**config.mk**
```make
export PLATFORM = sky130hd
export DESIGN_NAME = ncl_add4_sync_bridge
export DESIGN_NICKNAME = d
export VERILOG_FILES = /design/src/rtl/ncl_add4_sync_bridge.sv
export SDC_FILE = /design/constraint.sdc
export NUM_CORES = 1
export LEC_CHECK = 0
export BUFFER_PORTS_ARGS = -buffer_cell sky130_fd_sc_hd__buf_2
export CORE_UTILIZATION = 55
export DETAILED_ROUTE_END_ITERATION = 8
export GPL_ROUTABILITY_DRIVEN = 1
export GPL_TIMING_DRIVEN = 0
export PLACE_DENSITY = 0.81
export SYNTH_ARGS = -nofsm -noshare
export SYNTH_HDL_FRONTEND = slang
export SYNTH_SLANG_ARGS = --single-unit
```
**constraint.sdc**
```tcl
create_clock -name clk -period 3.28 [get_ports clk]
set_input_delay 0.656 -clock clk [delete_from_list [all_inputs] [get_ports clk]]
set_output_delay 0.656 -clock clk [all_outputs]
set_load 0.01 [all_outputs]
```
**src/rtl/ncl_add4_sync_bridge.sv**
```systemverilog
// rtl/ncl_add4_sync_bridge.sv - clocked valid/ready bridge around a 4-bit dual-rail NCL adder
// Ports: clk, rst (synchronous, active-high)
//   in_valid/in_ready/in_a/in_b/in_cin : binary operand port
//   ncl_a/ncl_b/ncl_cin                : dual-rail drive, pair i = {true,false} at [2i+1:2i]
//   ncl_s/ncl_of                       : asynchronous dual-rail return from the adder
//   out_valid/out_ready/out_sum/out_of : binary result port
//   err                                : one-cycle pulse on timeout or illegal rail code
module ncl_add4_sync_bridge #(
  parameter int SYNC_STAGES = 2,
  parameter int SETTLE      = 2,
  parameter int TIMEOUT     = 64
) (
  input  logic       clk,
  input  logic       rst,
  input  logic       in_valid,
  output logic       in_ready,
  input  logic [3:0] in_a,
  input  logic [3:0] in_b,
  input  logic       in_cin,
  output logic [7:0] ncl_a,
  output logic [7:0] ncl_b,
  output logic [1:0] ncl_cin,
  input  logic [7:0] ncl_s,
  input  logic [1:0] ncl_of,
  output logic       out_valid,
  input  logic       out_ready,
  output logic [3:0] out_sum,
  output logic       out_of,
  output logic       err
);

  typedef enum logic [1:0] {
    S_IDLE,
    S_EVAL,
    S_NULLW,
    S_DONE
  } state_t;

  localparam int TW = $clog2(TIMEOUT + 1);
  localparam int CW = $clog2(SETTLE + 1);
  localparam logic [TW-1:0] T_LAST = TW'(TIMEOUT - 1);
  localparam logic [CW-1:0] C_MAX  = CW'(SETTLE);

  state_t        state_q, state_d;
  logic [7:0]    ncl_a_q, ncl_a_d;
  logic [7:0]    ncl_b_q, ncl_b_d;
  logic [1:0]    ncl_cin_q, ncl_cin_d;
  logic [3:0]    out_sum_q, out_sum_d;
  logic          out_of_q, out_of_d;
  logic          err_q, err_d;
  logic          abort_q, abort_d;
  logic [9:0]    sync_q [SYNC_STAGES];
  logic [9:0]    sync_d [SYNC_STAGES];
  logic [9:0]    prev_q, prev_d;
  logic [CW-1:0] stable_q, stable_d;
  logic [TW-1:0] timer_q, timer_d;

  // Synced return code, packed as {ncl_of, ncl_s}.
  logic [9:0] code;
  logic       code_same;
  logic       settled;
  logic       all_complete;
  logic       any_illegal;
  logic       data_ok;
  logic       null_ok;
  logic       timer_hit;

  assign code = sync_q[SYNC_STAGES-1];

  always_comb begin
    sync_d[0] = {ncl_of, ncl_s};
    for (int k = 1; k < SYNC_STAGES; k++) begin
      sync_d[k] = sync_q[k-1];
    end
  end

  // Settle tracking: stable_q counts consecutive cycles in which the synced
  // code matched the previous cycle's code, so a code is trusted only after it
  // has been seen unchanged for SETTLE further cycles.
  always_comb begin
    prev_d    = code;
    code_same = (code == prev_q);
    if (!code_same) begin
      stable_d = '0;
    end else if (stable_q == C_MAX) begin
      stable_d = C_MAX;
    end else begin
      stable_d = stable_q + 1'b1;
    end
    settled = code_same && (stable_d == C_MAX);
  end

  always_comb begin
    all_complete = 1'b1;
    any_illegal  = 1'b0;
    for (int i = 0; i < 5; i++) begin
      if (code[2*i] == code[2*i+1]) begin
        all_complete = 1'b0;
      end
      if (code[2*i] && code[2*i+1]) begin
        any_illegal = 1'b1;
      end
    end
  end

  assign data_ok   = all_complete && settled;
  assign null_ok   = (code == 10'd0) && settled;
  assign timer_hit = (timer_q == T_LAST);

  always_comb begin
    state_d   = state_q;
    ncl_a_d   = ncl_a_q;
    ncl_b_d   = ncl_b_q;
    ncl_cin_d = ncl_cin_q;
    out_sum_d = out_sum_q;
    out_of_d  = out_of_q;
    err_d     = 1'b0;
    abort_d   = abort_q;
    timer_d   = timer_hit ? timer_q : timer_q + 1'b1;
    in_ready  = 1'b0;
    out_valid = 1'b0;

    unique case (state_q)
      S_IDLE: begin
        in_ready = 1'b1;
        if (in_valid) begin
          for (int i = 0; i < 4; i++) begin
            ncl_a_d[2*i+1] = in_a[i];
            ncl_a_d[2*i]   = ~in_a[i];
            ncl_b_d[2*i+1] = in_b[i];
            ncl_b_d[2*i]   = ~in_b[i];
          end
          ncl_cin_d = {in_cin, ~in_cin};
          timer_d   = '0;
          abort_d   = 1'b0;
          state_d   = S_EVAL;
        end
      end

      S_EVAL: begin
        // A double-high pair is never a valid wavefront, so it aborts without
        // waiting for the code to settle.
        if (any_illegal || (!data_ok && timer_hit)) begin
          err_d     = 1'b1;
          abort_d   = 1'b1;
          ncl_a_d   = '0;
          ncl_b_d   = '0;
          ncl_cin_d = '0;
          timer_d   = '0;
          state_d   = S_NULLW;
        end else if (data_ok) begin
          for (int i = 0; i < 4; i++) begin
            out_sum_d[i] = code[2*i+1];
          end
          out_of_d  = code[9];
          abort_d   = 1'b0;
          ncl_a_d   = '0;
          ncl_b_d   = '0;
          ncl_cin_d = '0;
          timer_d   = '0;
          state_d   = S_NULLW;
        end
      end

      S_NULLW: begin
        if (null_ok) begin
          state_d = abort_q ? S_IDLE : S_DONE;
        end else if (timer_hit) begin
          err_d   = 1'b1;
          timer_d = '0;
        end
      end

      S_DONE: begin
        out_valid = 1'b1;
        if (out_ready) begin
          state_d = S_IDLE;
        end
      end

      default: begin
        state_d = S_IDLE;
      end
    endcase
  end

  always_ff @(posedge clk) begin
    if (rst) begin
      state_q   <= S_IDLE;
      ncl_a_q   <= '0;
      ncl_b_q   <= '0;
      ncl_cin_q <= '0;
      out_sum_q <= '0;
      out_of_q  <= 1'b0;
      err_q     <= 1'b0;
      abort_q   <= 1'b0;
      prev_q    <= '0;
      stable_q  <= '0;
      timer_q   <= '0;
      for (int k = 0; k < SYNC_STAGES; k++) begin
        sync_q[k] <= '0;
      end
    end else begin
      state_q   <= state_d;
      ncl_a_q   <= ncl_a_d;
      ncl_b_q   <= ncl_b_d;
      ncl_cin_q <= ncl_cin_d;
      out_sum_q <= out_sum_d;
      out_of_q  <= out_of_d;
      err_q     <= err_d;
      abort_q   <= abort_d;
      prev_q    <= prev_d;
      stable_q  <= stable_d;
      timer_q   <= timer_d;
      for (int k = 0; k < SYNC_STAGES; k++) begin
        sync_q[k] <= sync_d[k];
      end
    end
  end

  assign ncl_a   = ncl_a_q;
  assign ncl_b   = ncl_b_q;
  assign ncl_cin = ncl_cin_q;
  assign out_sum = out_sum_q;
  assign out_of  = out_of_q;
  assign err     = err_q;

endmodule

```
==> metrics.md, run 1 <==
| Metric | Value |
|---|---|
| PwrDens | roughly 740 nW/um^2 |
| Actual slew at the worst max-slew pin | between 0.9 and 1 ns |
| Crit Path Class | reg2reg |
| Gpl congestion | roughly 0.77 |
| Reg2reg start | sync_q[0][15] |
| Crit-path cells | inv_1, ha_1, and4_1, nand4_1, or4b_1, a21oi_2, buf_6, buf_12, mux2i_1, nor2_1 |
| Worst Skew | between 0.007 and 0.008 ns |
| Syn. warnings | 0 |
| Relative slew margins | 37.07% |
| Vias in the first global route | approximately 2,000 |
| Critical Path Slowest Stage Cell | or4b_1 |
| WL per Instance | around 13 microns |
| Total power | around 2500 uW |
| Chip Width | 73.70 microns |
| Die height | between 70 and 80 microns |
| Pins over their slew limit | 0 |
| Worst-path clk slew | 0.08 ns |
| Synth Register Bits | 66 |
| EDFF count, synth | 0 |
| Max-Cap Viols | 0 |
| Commonest cells after routing, fill and taps aside | 66 x dfxtp_1, 53 x nor2_1, 48 x buf_2, 26 x nor2b_1, 24 x mux2i_1 |
| R2R depth | 10 |
| Hold Path Origin | sync_q[0][5] |
| Synth Flop Type | dfxtp_1 |
| Non-Filler Instances | roughly 420 |
| Total overflow reported by the global router | 0 |
| DRT Pass-1 Iters | 5 |
| Type of the most critical hold path | reg2reg |
| Final min period | about 2.6 ns |
| Reg2reg setup slack | 0.64 ns |
| Die area | about 5400 sq um |
| Post-DR vias/cell | between 5 and 6 |
| DP HPWL | 3.865 mm |
| Seq/Total Area, Yosys | 46.73% |
| CP peak stage delay | ~0.55 ns |
| Syn Inst Count | between 200 and 300 |
| Reg2Reg Capture Point | ncl_a[1] |
| Final period util | between 80% and 90% |
| Async S/R FF share, synth | 0% |
| Critical path capture point type | flip-flop |
| Vias | ~2,100 |
| Synthesized area per cell | ~9.9 sq um |
| I/O Buffers | 47 |
| First-pass GRT wire length | approximately 9.0 mm |
| Hold_ws | about 0.44 ns |
| CTS Buffer Depth | 2 |
| Post_cts resized | 0 |
| Root buffer cell | clkbuf_8 |
| CP Data Required Time | ~3.5 ns |
| Antenna violations before repair | 0 |
| Setup violators final | 0 |
| Initial Util | between 50 and 60% |
| RSZ-0062 raised after global routing | no |
| Status | finished clean |
| Syn Nets | between 300 and 400 |
| Maximum VDD drop | around 0.52 mV |
| Post-CTS setup buffer count | 0 |
| Clock sinks | 66 |
| TNS Setup | 0 ns |
| Share of cells above drive strength 1 | 22.29% |
| Netlist cell types | 45 |
| Synth Cell Area | 2828 sq um |
| Crit-path max FO | 10 |
| Leak | 0.001492 uW |
| Arrival @ worst endpoint | between 2 and 3 ns |
| Cts hold-fix bufs | 0 |
| DRT iter0 DRCs | roughly 110 |
| CP Launch Type | flip-flop |
| Depth of the CTS H-tree | 3 |
| Layout area overhead | 18.63% |
| Placed Cells incl. Taps | about 400 |
| CORE AREA | ~4800 sq um |
| Hold Path Stages | 1 |
| Largest net degree at the start of global routing | 15 |
| Clk_lat worst skew | 0.35 ns |
| Total Wirelength | between 5 and 6 mm |
| Core Rows | 25 |
| Final Core Density | around 70% |
| CTS tree | done |
| Post-layout net count | around 390 |
| Hold Path Sink | sync_q[0][15] |
| Fin. Hold Viols | 0 |
| GR Util All Layers | around 22% |
| Commonest non-fill, non-tap cell in the layout | dfxtp_1 |
| Num CTS Buffers | 9 |
| Post-DRT Antenna Nets | 0 |
| DRC viols | 0 |
| Max Freq | 0.3785 GHz |
| Inserted Diodes | 0 |
| I/O Pins | 49 |
[per-layer routing]
metal,up-vias,track usage (%),part of all wire (%)
met5,-,0,0
met4,0,11.32,2.2
met1,990,28.30,46
met3,13,5.761,5.1
li1,1056,-,-
met2,63,35.27,46
[synth_stat cells (all sizes together), types with 5 or more instances]
master,instances,share of area (%)
nor2,53,7.0
a21oi,6,1.2
inv,20,2.7
nor2b,26,5.8
xnor2,11,3.4
nand2,5,0.66
ha,17,7.5
clkbuf,7,1.3
nand3,5,0.88
mux2i,24,8.5
dfxtp,66,47
and2b,5,1.4
[final cells by class]
type | count | area (sq um)
Clock inverter | 7 | 83.83
Timing Repair Buffer | 47 | 235.2
Buffer | 11 | 82.58
Fill cell | 390 | 1494
Sequential cell | 66 | 1321
Multi-Input combinational cell | 190 | 1349
Inverter | 20 | 75.07
Tap cell | 67 | 83.83
Clock buffer | 9 | 123.9
[power by group]
group          total [uW]  switching (uW)  internal (uW)
clock                 715             351            364
combinational         799             420            379
sequential            974            61.7            912
total                2490             833           1660
[state kept, by name (all words and copies together) (netlist names)]
name and flops:
sync_q 20, prev_q 10, ncl_a 8, ncl_b 8, timer_q 7, out_sum 4
ncl_cin 2, stable_q 2, state_q 2, abort_q 1, err 1, out_of 1
[critical path: cells and delay by family, from the launching register on]
family | cells | cell delay [ns]
AND/OR/NAND/NOR | 4 | 0.91
AO/OA/AOI/OAI | 1 | 0.22
multiplexers | 1 | 0.19
adder cells (fa/ha/maj) | 1 | 0.28
buffers and inverters | 3 | 0.47
flip-flops | 1 | 0.44
[cells by family after synthesis]
logic type / Yosys count / synth area share, %
simple gates: 114 / 21.33
flops: 66 / 46.73
mux: 24 / 8.496
buf+inv: 31 / 5.575
fa+ha+maj: 17 / 7.522
compound gates: 23 / 6.638
xor+xnor: 12 / 3.717
[worst max path at each step]
stage	start	end	slack, ns
2_1_floorplan	state_q[0]	state_q[0]	0.99
3_3_place_gp	sync_q[0][15]	ncl_a[4]	0.76
3_5_place_dp	sync_q[0][15]	ncl_a[6]	0.71
4_1_cts	sync_q[0][15]	ncl_a[1]	0.66
5_1_grt	sync_q[0][15]	ncl_a[3]	0.49
6_report	sync_q[0][15]	ncl_a[1]	0.64
[metrics by stage]
stage | instance area [sq um] | setup slack, ns
after detailed placement | 3147 | 0.7109
after global routing | 3354 | 0.4900
after CTS | 3354 | 0.6565
final | 3354 | 0.6379
after floorplan | 2828 | 0.9881
after global placement | 3147 | 0.7623
No activity file was read; power rests on OpenSTA's default activity.
==> run 2: changes to the inputs <==
- ABC_AREA: default -> 1
- CORE_UTILIZATION: 55 -> 50
- PLACE_DENSITY: 0.81 -> 0.77
- clock period: 3.28 -> 2.25 ns (I/O delays scaled with it)
==> run 2 against run 1 <==
  * First-iteration DRC count grew 33%
  * Global-route usage shrank 2.5 points
  * Utilization shrank 7.4 points
  * Clock power grew 19%
  * Sequential share of layout area shrank 1.2 points
  * Clock-buffer cell count is the same
  * Area after synthesis grew 5.0%
  * Clock skew shrank 0.0030 ns
  * Total power grew 42%
  * Wire length grew 5.5%
  * Via count grew 17%
  * Critical path type unchanged
  * Highest routed layer unchanged
==> metrics.md, run 2 <==
| Metric | Value |
|---|---|
| Status | finished clean |
| Setup ws final | 0.2748 ns (-0.3632 ns) |
| Synth Register Bits | 66 (unchanged) |
| RSZ-0062 raised after global routing | no |
| Syn Nets | 425 (+30%) |
| Vias | 2,485 (+17%) |
| Total Wirelength | 5.710 mm (+5.5%) |
| EDFF count, synth | 0 (unchanged) |
| PwrDens | 1019 nW/um^2 (+37%) |
| TNS Setup | 0 ns (unchanged) |
| Dpl cell area | 3293 sq um (+4.7%) |
| Core Rows | 27 (+8.0%) |
| Share of cells above drive strength 1 | 22.54% (+0.26 points) |
| Total power | 3528 uW (+42%) |
| Fin. Hold Viols | 0 (unchanged) |
| Depth of the CTS H-tree | 3 (unchanged) |
| Synthesized area per cell | 7.709 sq um (-22%) |
| Inserted Diodes | 0 (unchanged) |
| Syn. warnings | 0 (unchanged) |
| Type of the most critical hold path | in2reg |
| DRT Pass-1 Iters | 4 (-1) |
| CTS Buffer Depth | 2 (unchanged) |
| Setup violators final | 0 (unchanged) |
| Post-layout net count | 483 (+25%) |
| DRT iter0 DRCs | 140 (+33%) |
| Finished layout cell area | 3463 sq um (+3.2%) |
| CP Data Required Time | 2.51 ns (-1.00 ns) |
| Largest net degree at the start of global routing | 13 (-2) |
| Fillers | 523 (+34%) |
| Max-Cap Viols | 0 (unchanged) |
| Actual slew at the worst max-slew pin | 0.4940 ns (-0.4428 ns) |
| DP HPWL | 4.185 mm (+8.3%) |
| Worst-path clk slew | 0.07 ns (about the same) |
| I/O Buffers | 47 (unchanged) |
| Reg2reg start | sync_q[0][14] |
| Post_cts resized | 0 (unchanged) |
| Arrival @ worst endpoint | 2.24 ns (-0.63 ns) |
| Final period util | 87.79% (+7.2 points) |
| Total overflow reported by the global router | 0 (unchanged) |
| Leak | 0.001638 uW (+9.8%) |
| Synth cell count leaders | 66 x dfxtp_1, 61 x nor2_1, 58 x inv_1 |
| Antenna violations before repair | 0 (unchanged) |
| Leading area contributor after synthesis | dfxtp_1 |
| Layout area overhead | 16.69% |
| WL per Instance | 10.98 microns (-15%) |
| Top cell type's share of synthesized area | 44.52% (-2.2 points) |
| Chip Width | 79.05 microns (+7.3%) |
| Hold Path Origin | ncl_of[0] |
| CORE AREA | 5608 sq um (+16%) |
| CP Launch Type | flip-flop |
| Async S/R FF share, synth | 0% (unchanged) |
| First-pass GRT wire length | 9.522 mm (+6.0%) |
| Num CTS Buffers | 9 (unchanged) |
| Maximum VDD drop | 0.6714 mV (+28%) |
| Die area | 6248 sq um (+15%) |
| Initial Util | 52.92% (-5.4 points) |
| Synth Flop Type | dfxtp_1 |
| Post-DRT Antenna Nets | 0 (unchanged) |
| Clock sinks | 66 (unchanged) |
| Gpl congestion | 0.8617 (+12%) |
| Non-Filler Instances | 520 (+25%) |
| Syn Inst Count | 385 (+34%) |
| Netlist cell types | 29 (-36%) |
| Commonest cells after routing, fill and taps aside | 66 x dfxtp_1, 61 x nor2_1, 58 x inv_1, 54 x nand2_1, 47 x buf_2 |
| Relative slew margins | 67.07% (+30 points) |
| Max reg flops | 20 (unchanged) |
| Worst Skew | 0.004855 ns (-0.003024 ns) |
| Final min period | 1.975 ns (-0.6668 ns) |
| Ranking of synthesized cells by area | dfxtp_1 45%, nor2_1 7.7%, inv_1 7.3% |
| Synth Cell Area | 2968 sq um (+5.0%) |
| Most frequent cell after synthesis | dfxtp_1 |
| Placed Cells incl. Taps | 504 (+26%) |
| DRC viols | 0 (unchanged) |
| Critical path launch point | sync_q[0][14] |
| Pins over their slew limit | 0 (unchanged) |
| Seq/Total Area, Yosys | 44.52% (-2.2 points) |
| Commonest non-fill, non-tap cell in the layout | dfxtp_1 |
| Vias in the first global route | 2,185 (+8.8%) |
| Clk_lat worst skew | 0.34 ns (about the same) |
| Setup WS pre-CTS | 0.3199 ns (-0.3911 ns) |
| Biggest regs | sync_q (20), prev_q (10) |
| Largest reg by FF count | sync_q |
| Post-DR vias/cell | 4.779 (-6.1%) |
| GR Util All Layers | 19.89% (-2.5 points) |
| Die height | 79.05 microns (+7.3%) |
| I/O Pins | 49 (unchanged) |
| Crit-path max FO | 10 (unchanged) |
| Post-CTS setup buffer count | 0 (unchanged) |
| Cts hold-fix bufs | 0 (unchanged) |
| Crit Path Class | reg2reg |
| Critical path capture point type | flip-flop |
| Root buffer cell | clkbuf_8 |
| CTS tree | done |
| Max Freq | 0.5063 GHz (+34%) |
-- run 2: changes by cell type in the layout (fill, tap and decap cells not counted), moves of 5 or more --
cell      before  now
nand2_2        0    9
nor2_1        53   61
nand4_1        4   22
inv_2          0    9
xnor2_1       11    0
inv_1         20   58
nor2b_1       26    0
a21oi_1        5   27
nand2_1        5   54
clkbuf_1       6   11
nor2_2         0    6
mux2i_1       24    0
o211ai_1       0    5
-- run 2: where the power goes --
group / switching [uW] / total, uW / internal, uW
Combinational: 784 / 1260 / 480
Clock: 459 / 853 / 394
Sequential: 87.4 / 1410 / 1320
-- run 2: path summary, 6_finish.rpt --
kind / cells past startpoint / endpoint / slack, ns
min: 3 / sync_q[0][8] / 0.31
min reg2reg: 2 / sync_q[0][17] / 0.40
max: 10 / ncl_b[6] / 0.27
max reg2reg: 10 / ncl_b[6] / 0.27
-- run 2: cell families (layout without fill, tap and decap cells) --
family / count (synthesis) / after routing / synth area share (%)
compound gates: 42 / 42 / 7.715
fa+ha+maj: 17 / 17 / 7.167
flops: 66 / 66 / 44.52
buf+inv: 83 / 146 / 11.38
simple gates: 174 / 174 / 28.33
xor+xnor: 3 / 3 / 0.8855
-- run 2: critical path, cell delays in order (launching register included) --
cell and delay [ns]:
dfxtp_1 0.33, ha_1 0.20, nor3_1 0.21, nor3b_2 0.25, nand2_1 0.15, nor2_2 0.17, nand2_4 0.10, nand3_4 0.13
buf_6 0.17, nand2_2 0.05, a21oi_1 0.13
-- run 2: cell type report --
type                    count  area [sq um]  area share (%)
clock buffers               9         123.9           3.577
clock inverters             7         46.29           1.337
multi-input cells         236          1309           37.79
plain buffers              16         86.33           2.493
inverters                  67         251.5           7.262
flip-flops and latches     66          1321           38.15
repair buffers             47         235.2           6.792
well taps                  72         90.09           2.601
-- run 2: stage by stage --
step / hold slack (ns) / util, %
after floorplan: 0.3883 / -
after global placement: 0.3903 / 58.72
after detailed placement: 0.3932 / 58.72
after CTS: 0.3001 / 61.76
after global routing: 0.3031 / 61.76
final: 0.3093 / 61.76
-- run 2: metal layers --
| layer | global-route usage, % | part of all wire [%] | vias up |
|---|---|---|---|
| met5 | 0 | 0 | - |
| met4 | 10.18 | 1.8 | 0 |
| met3 | 3.908 | 3.0 | 10 |
| met2 | 32.76 | 49 | 41 |
| met1 | 24.57 | 46 | 1105 |
| li1 | - | - | 1329 |
